==> config.mk <==
export PLATFORM = sky130hd
export DESIGN_NAME = control_sequencer
export DESIGN_NICKNAME = d
export VERILOG_FILES = /design/src/rtl/control_sequencer.sv
export SDC_FILE = /design/constraint.sdc
export NUM_CORES = 1
export LEC_CHECK = 0
export BUFFER_PORTS_ARGS = -buffer_cell sky130_fd_sc_hd__buf_4
export CAP_MARGIN = 20
export CORE_MARGIN = 3
export CORE_UTILIZATION = 30
export CTS_BUF_LIST = sky130_fd_sc_hd__clkbuf_2
export DETAILED_ROUTE_END_ITERATION = 10
export MAX_ROUTING_LAYER = met4
export PLACE_DENSITY = 0.55
export SETUP_SLACK_MARGIN = 0.2
export SLEW_MARGIN = 5
export SYNTH_ARGS = -nofsm -noshare
export SYNTH_HDL_FRONTEND = slang
export SYNTH_SLANG_ARGS = --single-unit
==> constraint.sdc <==
create_clock -name clk -period 3.1 [get_ports clk]
set_input_delay 0.31 -clock clk [delete_from_list [all_inputs] [get_ports clk]]
set_output_delay 0.31 -clock clk [all_outputs]
set_load 0.02 [all_outputs]
==> src/rtl/control_sequencer.sv <==
// Hardwired microsequencer driving the datapath control strobes (fetch/decode/execute).
// Optional ILLEGAL_TRAP_EN: opcodes B-E trap to HALT and raise sticky illegal_op.
module control_sequencer #(
  parameter logic [2:0] PC_SEL        = 3'd4,
  parameter bit         RESET_PC_HOLD = 1'b1
) (
  input  logic       clk,
  input  logic       reset,
  input  logic       run,
  input  logic [3:0] opcode,
  output logic [2:0] ALU_control,
  output logic       GPR_in,
  output logic       GPR_out,
  output logic [2:0] GPR_select,
  output logic       IR_in,
  output logic       MAR_in,
  output logic       MDR_in,
  output logic       MDR_out,
  output logic       RAM_enable_read,
  output logic       RAM_enable_write,
  output logic       Y_in,
  output logic       Y_out,
  output logic       Y_offset_in,
  output logic       Z_in,
  output logic       Z_out,
  output logic       instr_done,
  output logic       halted,
  output logic [4:0] state_dbg
`ifdef ILLEGAL_TRAP_EN
  ,
  output logic       illegal_op
`endif
);

  localparam logic [3:0] OP_NOP   = 4'h0;
  localparam logic [3:0] OP_ADD   = 4'h1;
  localparam logic [3:0] OP_XOR   = 4'h5;
  localparam logic [3:0] OP_NOT   = 4'h6;
  localparam logic [3:0] OP_MOV   = 4'h7;
  localparam logic [3:0] OP_LOAD  = 4'h8;
  localparam logic [3:0] OP_STORE = 4'h9;
  localparam logic [3:0] OP_BR    = 4'hA;
  localparam logic [3:0] OP_HALT  = 4'hF;

  localparam logic [2:0] ALU_NOT  = 3'd5;
  localparam logic [2:0] ALU_PASS = 3'd6;
  localparam logic [2:0] ALU_INC  = 3'd7;

  localparam logic [2:0] SEL_RD1 = 3'd0;
  localparam logic [2:0] SEL_RS1 = 3'd2;
  localparam logic [2:0] SEL_RS2 = 3'd3;

  typedef enum logic [4:0] {
    IDLE, FETCH0, FETCH1, FETCH2, DECODE,
    A0, A1, A2, L0, L1, L2, S0, S1, S2, HALT
  } state_t;

  state_t     state, state_nxt;
  logic [3:0] op_q;
  logic       is_binary;

  assign is_binary = (op_q >= OP_ADD) && (op_q <= OP_XOR);
  assign halted    = (state == HALT) && !reset;
  assign state_dbg = state;

  // State and latched opcode; run low freezes everything
  always_ff @(posedge clk) begin
    if (reset) begin
      state <= RESET_PC_HOLD ? IDLE : FETCH0;
      op_q  <= '0;
`ifdef ILLEGAL_TRAP_EN
      illegal_op <= 1'b0;
`endif
    end else if (run) begin
      state <= state_nxt;
      if (state == DECODE) op_q <= opcode;
`ifdef ILLEGAL_TRAP_EN
      if (state == DECODE && opcode >= 4'hB && opcode <= 4'hE) illegal_op <= 1'b1;
`endif
    end
  end

  // Next state and Moore strobes; strobes forced low while stalled or in reset
  always_comb begin
    state_nxt        = state;
    ALU_control      = '0;
    GPR_in           = 1'b0;
    GPR_out          = 1'b0;
    GPR_select       = '0;
    IR_in            = 1'b0;
    MAR_in           = 1'b0;
    MDR_in           = 1'b0;
    MDR_out          = 1'b0;
    RAM_enable_read  = 1'b0;
    RAM_enable_write = 1'b0;
    Y_in             = 1'b0;
    Y_out            = 1'b0;
    Y_offset_in      = 1'b0;
    Z_in             = 1'b0;
    Z_out            = 1'b0;
    instr_done       = 1'b0;

    case (state)
      IDLE:   state_nxt = FETCH0;
      FETCH0: begin
        GPR_out = 1'b1; GPR_select = PC_SEL; MAR_in = 1'b1;
        ALU_control = ALU_INC; Z_in = 1'b1;
        state_nxt = FETCH1;
      end
      FETCH1: begin
        RAM_enable_read = 1'b1; Z_out = 1'b1; GPR_in = 1'b1; GPR_select = PC_SEL;
        state_nxt = FETCH2;
      end
      FETCH2: begin
        MDR_out = 1'b1; IR_in = 1'b1;
        state_nxt = DECODE;
      end
      DECODE: begin
        case (opcode) inside
          OP_NOP:                 begin state_nxt = FETCH0; instr_done = 1'b1; end
          [OP_ADD:OP_XOR]:        state_nxt = A0;
          OP_NOT, OP_MOV, OP_BR:  state_nxt = A1;
          OP_LOAD:                state_nxt = L0;
          OP_STORE:               state_nxt = S0;
          OP_HALT:                state_nxt = HALT;
`ifdef ILLEGAL_TRAP_EN
          default:                state_nxt = HALT;
`else
          default:                begin state_nxt = FETCH0; instr_done = 1'b1; end
`endif
        endcase
      end
      A0: begin
        GPR_out = 1'b1; GPR_select = SEL_RS1; Y_in = 1'b1;
        state_nxt = A1;
      end
      A1: begin
        GPR_out = 1'b1; Z_in = 1'b1;
        GPR_select = is_binary ? SEL_RS2 : SEL_RS1;
        if (is_binary)            ALU_control = 3'(op_q - OP_ADD);
        else if (op_q == OP_NOT)  ALU_control = ALU_NOT;
        else                      ALU_control = ALU_PASS;
        state_nxt = A2;
      end
      A2: begin
        Z_out = 1'b1; GPR_in = 1'b1; instr_done = 1'b1;
        GPR_select = (op_q == OP_BR) ? PC_SEL : SEL_RD1;
        state_nxt = FETCH0;
      end
      L0: begin
        GPR_out = 1'b1; GPR_select = SEL_RS1; MAR_in = 1'b1;
        state_nxt = L1;
      end
      L1: begin
        RAM_enable_read = 1'b1;
        state_nxt = L2;
      end
      L2: begin
        MDR_out = 1'b1; GPR_in = 1'b1; GPR_select = SEL_RD1; instr_done = 1'b1;
        state_nxt = FETCH0;
      end
      S0: begin
        GPR_out = 1'b1; GPR_select = SEL_RS1; MAR_in = 1'b1;
        state_nxt = S1;
      end
      S1: begin
        GPR_out = 1'b1; GPR_select = SEL_RS2; MDR_in = 1'b1;
        state_nxt = S2;
      end
      S2: begin
        RAM_enable_write = 1'b1; instr_done = 1'b1;
        state_nxt = FETCH0;
      end
      HALT:    state_nxt = HALT;
      default: state_nxt = IDLE;
    endcase

    if (reset || !run) begin
      ALU_control      = '0;
      GPR_in           = 1'b0;
      GPR_out          = 1'b0;
      GPR_select       = '0;
      IR_in            = 1'b0;
      MAR_in           = 1'b0;
      MDR_in           = 1'b0;
      MDR_out          = 1'b0;
      RAM_enable_read  = 1'b0;
      RAM_enable_write = 1'b0;
      Y_in             = 1'b0;
      Z_in             = 1'b0;
      Z_out            = 1'b0;
      instr_done       = 1'b0;
    end
  end

endmodule

## Yosys cells after proc, flatten, opt, wreduce, memory -nomap -nowiden

Cells that the tools add are included.

| word-level totals | value |
|---|---|
| bits in registers | 9 |

| cells by class | value |
|---|---|
| $lt $le $gt $ge | 4 |
| reductions and logical operators | 21 |
| equal/unequal tests | 22 |
| $add $sub $neg | 1 |
| multiplexer cells | 45 |

Operators by type and width:

| cell | number |
|---|---|
| 4-bit one-hot mux with 12 select lines | 1 |
| 5-bit by 4-bit equality test with 1-bit output, second input constant | 7 |
| 1-bit 2-to-1 mux | 30 |
| 4-bit 2-to-1 mux | 6 |
| 4-bit equality test, second input constant | 5 |
| 5-bit by 3-bit equality test with 1-bit output, second input constant | 4 |
| 3-bit one-hot mux with 5 select lines | 1 |
| 3-bit OR reduction | 5 |
| 4-bit by 3-bit equality test with 1-bit output, second input constant | 3 |
| 3-bit 2-to-1 mux | 4 |
| 5-bit by 2-bit equality test with 1-bit output, second input constant | 2 |
| 2-bit OR reduction | 5 |
| 4-bit by 1-bit >= comparator with 1-bit output, second input constant | 2 |
| 4-bit by 3-bit <= comparator with 1-bit output, second input constant | 2 |
| 3-bit one-hot mux with 2 select lines | 1 |
| 6-bit OR reduction | 1 |
| 5-bit by 1-bit equality test with 1-bit output, second input constant | 1 |
| 5-bit zero test | 1 |
| 4-bit zero test | 1 |
| 4-bit OR reduction | 1 |
| 1-bit logical AND | 3 |
| 3-bit by 1-bit subtractor with 3-bit output, second input constant | 1 |
| 1-bit zero test | 2 |
| 2-bit 2-to-1 mux | 1 |
| 3 further kinds | 3 |

## Longest topological paths before layout

| depth | value |
|---|---|
| depth after elaboration | 9 |
| depth in mapped cells | 6 |
| gate-level depth less buffers | 6 |

## Worst setup path before layout

No wires, ideal clock.

| path | value |
|---|---|
| kind | flip-flop to output port |
| from | register state[2], in the netlist state_dbg[2] |
| to | output port ALU_control[1] |
| setup slack | 1.204 ns |
| stages on the path, launching flop included | 6 |
| data required time | 2.790 ns |
| arrival time | 1.586 ns |
| buffers on the path | 1 |
| path through | dfxtp_1 -> buf_4 -> and2_2 -> mux2i_1 -> or3_1 -> a31oi_1 |

| on the way | value |
|---|---|
| longest elaborated chain between the ends | 3 |

RTL lines:

| what | line | source |
|---|---|---|
| from (decl) | 58 | `state_t state, state_nxt;` |
| from (signal assigned) | 69 | `state <= RESET_PC_HOLD ? IDLE : FETCH0;` |
| from (signal assigned) | 75 | `state <= state_nxt;` |
| 5-bit by 3-bit equality test with 1-bit output / 5-bit by 1-bit equality test with 1-bit output (equally long branches) | 103 | `case (state)` |
| 3-bit one-hot mux with 2 select lines * | 103 |  |
| 3-bit 2-to-1 mux * | 178 | `if (reset \|\| !run) begin` |
| to (decl) | 11 | `output logic [2:0] ALU_control,` |

Mark *: on every way between the ends. The rest lies on a longest branch, timed or not.

## Final worst setup path

| path | value |
|---|---|
| from | register state[2], in the netlist state_dbg[2] |
| to | output port instr_done |

| on the way | value |
|---|---|
| longest elaborated chain between the ends | 4 |

RTL lines:

| what | line | source |
|---|---|---|
| 5-bit by 4-bit equality test with 1-bit output / 5-bit by 3-bit equality test with 1-bit output (equally long branches) | 103 |  |
| 3-bit OR reduction (no line) | - |  |
| 1-bit one-hot mux with 2 select lines * | 103 |  |
| 1-bit 2-to-1 mux * | 178 |  |
| to (decl) | 26 | `output logic instr_done,` |

Marks and branches as above.

==> impl_metrics.env <==
export IMPL_outcome="finished, final reports clean"
export IMPL_fin_nets=183
export IMPL_synth_ff_type="dfxtp_1"
export IMPL_gp_congestion=0.7979
export IMPL_crit_type="reg -> out"
export IMPL_area_delta_synth_final_pct=17.77
export IMPL_cp_cell_sequence="nor4b_4, nand3_1, a31oi_1, buf_4"
export IMPL_rsz0062_at_grt="no"
export IMPL_end_kind="output port"
export IMPL_fin_hold_ws_ns=0.3072
export IMPL_ys_types=41
export IMPL_rows=20
export IMPL_netlist_area_um2=1042
export IMPL_tightest_slew_ns=0.8065
export IMPL_slew_limit_headroom=0.4616
export IMPL_wl_per_cell_um=12.56
export IMPL_fmax_mhz=416.0
export IMPL_maxCapViolCount=0
export IMPL_ctsResizeCount=0
export IMPL_antenna_found_initial=0
export IMPL_path_clk_slew_ns=0.07
export IMPL_dp_hpwl_um=1972
export IMPL_fin_util=0.3862
export IMPL_first_pass_iters=4
export IMPL_synth_seq_cells=8
export IMPL_ys_warn_count=0
export IMPL_startpoint_type="register"
export IMPL_max_stage_delay_ns=0.79
export IMPL_hold_viol=0
export IMPL_syn_inst=154
export IMPL_crit_end="instr_done"
export IMPL_setup_viol=0
export IMPL_initial_core_util=0.3280
export IMPL_vias=1091
export IMPL_design_core_area_um2=3178
export IMPL_crit_family="flip-flops"
export IMPL_drt_antenna_violating_nets=0
export IMPL_synth_edff_count=0
export IMPL_ir_drop_uv=66.59
export IMPL_reg2reg_slack_ns=1.24
export IMPL_fillCellCount=356
export IMPL_regToRegStartpoint="state_dbg[2]"
export IMPL_finalClockSkew_ns=0.0004547
export IMPL_ys_seq_area_frac=0.1537
export IMPL_crit_required_ns=2.79
export IMPL_antenna_cells=0
export IMPL_critPathLaunch="state_dbg[2]"
export IMPL_worst_path_buf_inv=1
export IMPL_portBuffers=29
export IMPL_synth_top_area_share=0.1537
export IMPL_arrival_ns=2.09
export IMPL_min_path_type="in -> reg"
export IMPL_cts_sinks=8
export IMPL_slew_viol_final=0
export IMPL_reg2reg_to="state_dbg[1]"
export IMPL_leakage_nw=0.4979
export IMPL_drive_gt1_frac=0.2047
export IMPL_power_w=0.0002678
export IMPL_vias_per_cell=5.074
export IMPL_postSynthAreaPerCell_um2=6.768
export IMPL_cp_num_cells=4
export IMPL_grt_pass1_wl_um=4623
export IMPL_die_w_um=64.94
export IMPL_r2r_cells=3
export IMPL_drcViolationCount=0
export IMPL_cts_made_buffers=3
export IMPL_clock_path_buffers=2
export IMPL_fin_crit_ns=2.404
export IMPL_fp_dieH_um=64.94
export IMPL_clock_latency_ns=0.23
export IMPL_postCtsHoldBufs=0
export IMPL_finalWirelength_um=2701
export IMPL_drt_initial_drc_count=66
export IMPL_crit_fanout=22
export IMPL_critPathSlowestCell="dfxtp_1"
export IMPL_synth_area_leaders="dfxtp_1, a21oi_1, o21ai_0"
export IMPL_grt_max_degree=24
export IMPL_root_buffer="clkbuf_2"
export IMPL_setup_tns_ns=0
export IMPL_grt_pass1_vias=1029
export IMPL_io_pins=33
export IMPL_fin_crit_sh=0.7754
export IMPL_die_area_um2=4217
export IMPL_cts_tree="yes"
export IMPL_async_reset_ff_frac=0
export IMPL_powerDensity_nw_per_um2=218.2
export IMPL_cts_setup_buffers=0
export IMPL_grt_util_all_layers=0.1368
export IMPL_synth_top_area_cell="dfxtp_1"
export IMPL_htree_levels=1
export IMPL_grt_overflow=0
[synthesized netlist by cell type (all sizes together) (3+ instances only)]
master and number:
o21ai 11, nor2 13, inv 5, buf 15, a31oi 5, nor3 10, xnor2 4, nand3 7
a21oi 16, nor3b 5, dfxtp 8, nor2b 5, nand2 12, ha 3, clkbuf 3, nand2b 3
[state kept, by name, summed over array words and instances, names as in the netlist]
name,count
state_dbg,4
op_q,4
[metal layers]
metal / part of all wire / vias up / track usage
met4: 0.0037 / 0 / 0.04485
li1: - / 570 / -
met5: 0 / - / -
met1: 0.50 / 488 / 0.1804
met3: 0.036 / 2 / 0.01733
met2: 0.46 / 31 / 0.2158
[area by class of cell]
| type | count | area [um^2] | area share |
|---|---|---|---|
| multi-input cells | 125 | 753.2 | 0.6137 |
| clock buffers | 3 | 15.01 | 0.01223 |
| well taps | 44 | 55.05 | 0.04485 |
| flip-flops and latches | 8 | 160.2 | 0.1305 |
| inverters | 5 | 18.77 | 0.01529 |
| repair buffers | 30 | 225.2 | 0.1835 |
[power breakdown]
part            total, W  switching [W]  internal (W)
logic          0.0000956      0.0000586     0.0000370
registers       0.000111     0.00000625      0.000105
clock network  0.0000609      0.0000345     0.0000264
total           0.000268      0.0000993      0.000168
[worst min-delay path by stage]
stage | endpoint | slack (ns) | start | cells past startpoint
2_1_floorplan | op_q[1] | 0.45 | op_q[1] | 2
3_3_place_gp | op_q[1] | 0.48 | op_q[1] | 2
3_5_place_dp | op_q[1] | 0.48 | op_q[1] | 2
4_1_cts | op_q[3] | 0.30 | reset | 2
5_1_grt | op_q[3] | 0.28 | reset | 2
6_report | op_q[3] | 0.31 | reset | 2
[metrics by stage]
stage	worst slack, ns	instances	area, um^2
after floorplan	1.204	156	1050
after global placement	1.037	212	1212
after detailed placement	0.9847	212	1212
after CTS	0.7066	215	1227
after global routing	0.4608	215	1227
final	0.6962	215	1227
[worst reg2reg max path, delay by kind of cell (launching register included)]
family	cells	cell delay, ns
AOI/OAI and AO/OA	2	0.43
DFF	1	0.79
and+or+nand+nor	1	0.57
[cell usage in the layout (no fill, tap or decap), types with 4 or more instances in the layout]
master   Yosys  routed
buf_4        5      30
a21oi_1     16      16
nor2_1      13      13
nand2_1     12      12
o21ai_0     11      11
nor3_1      10      10
dfxtp_1      8       8
nand3_1      7       7
inv_1        5       5
nor3b_1      5       5
a31oi_1      5       5
nor2b_1      5       5
xnor2_1      4       4
[kinds of logic (layout without fill, tap and decap cells)]
logic type	after synthesis	in the layout	share of synthesized area
compound gates	44	44	0.2545
xor+xnor	6	6	0.05042
fa+ha+maj	3	3	0.03602
buf+inv	23	38	0.1309
flops	8	8	0.1537
mux	2	2	0.01921
other cells	1	3	0.003598
simple gates	67	67	0.3518
(Power assumes the default switching activity.)
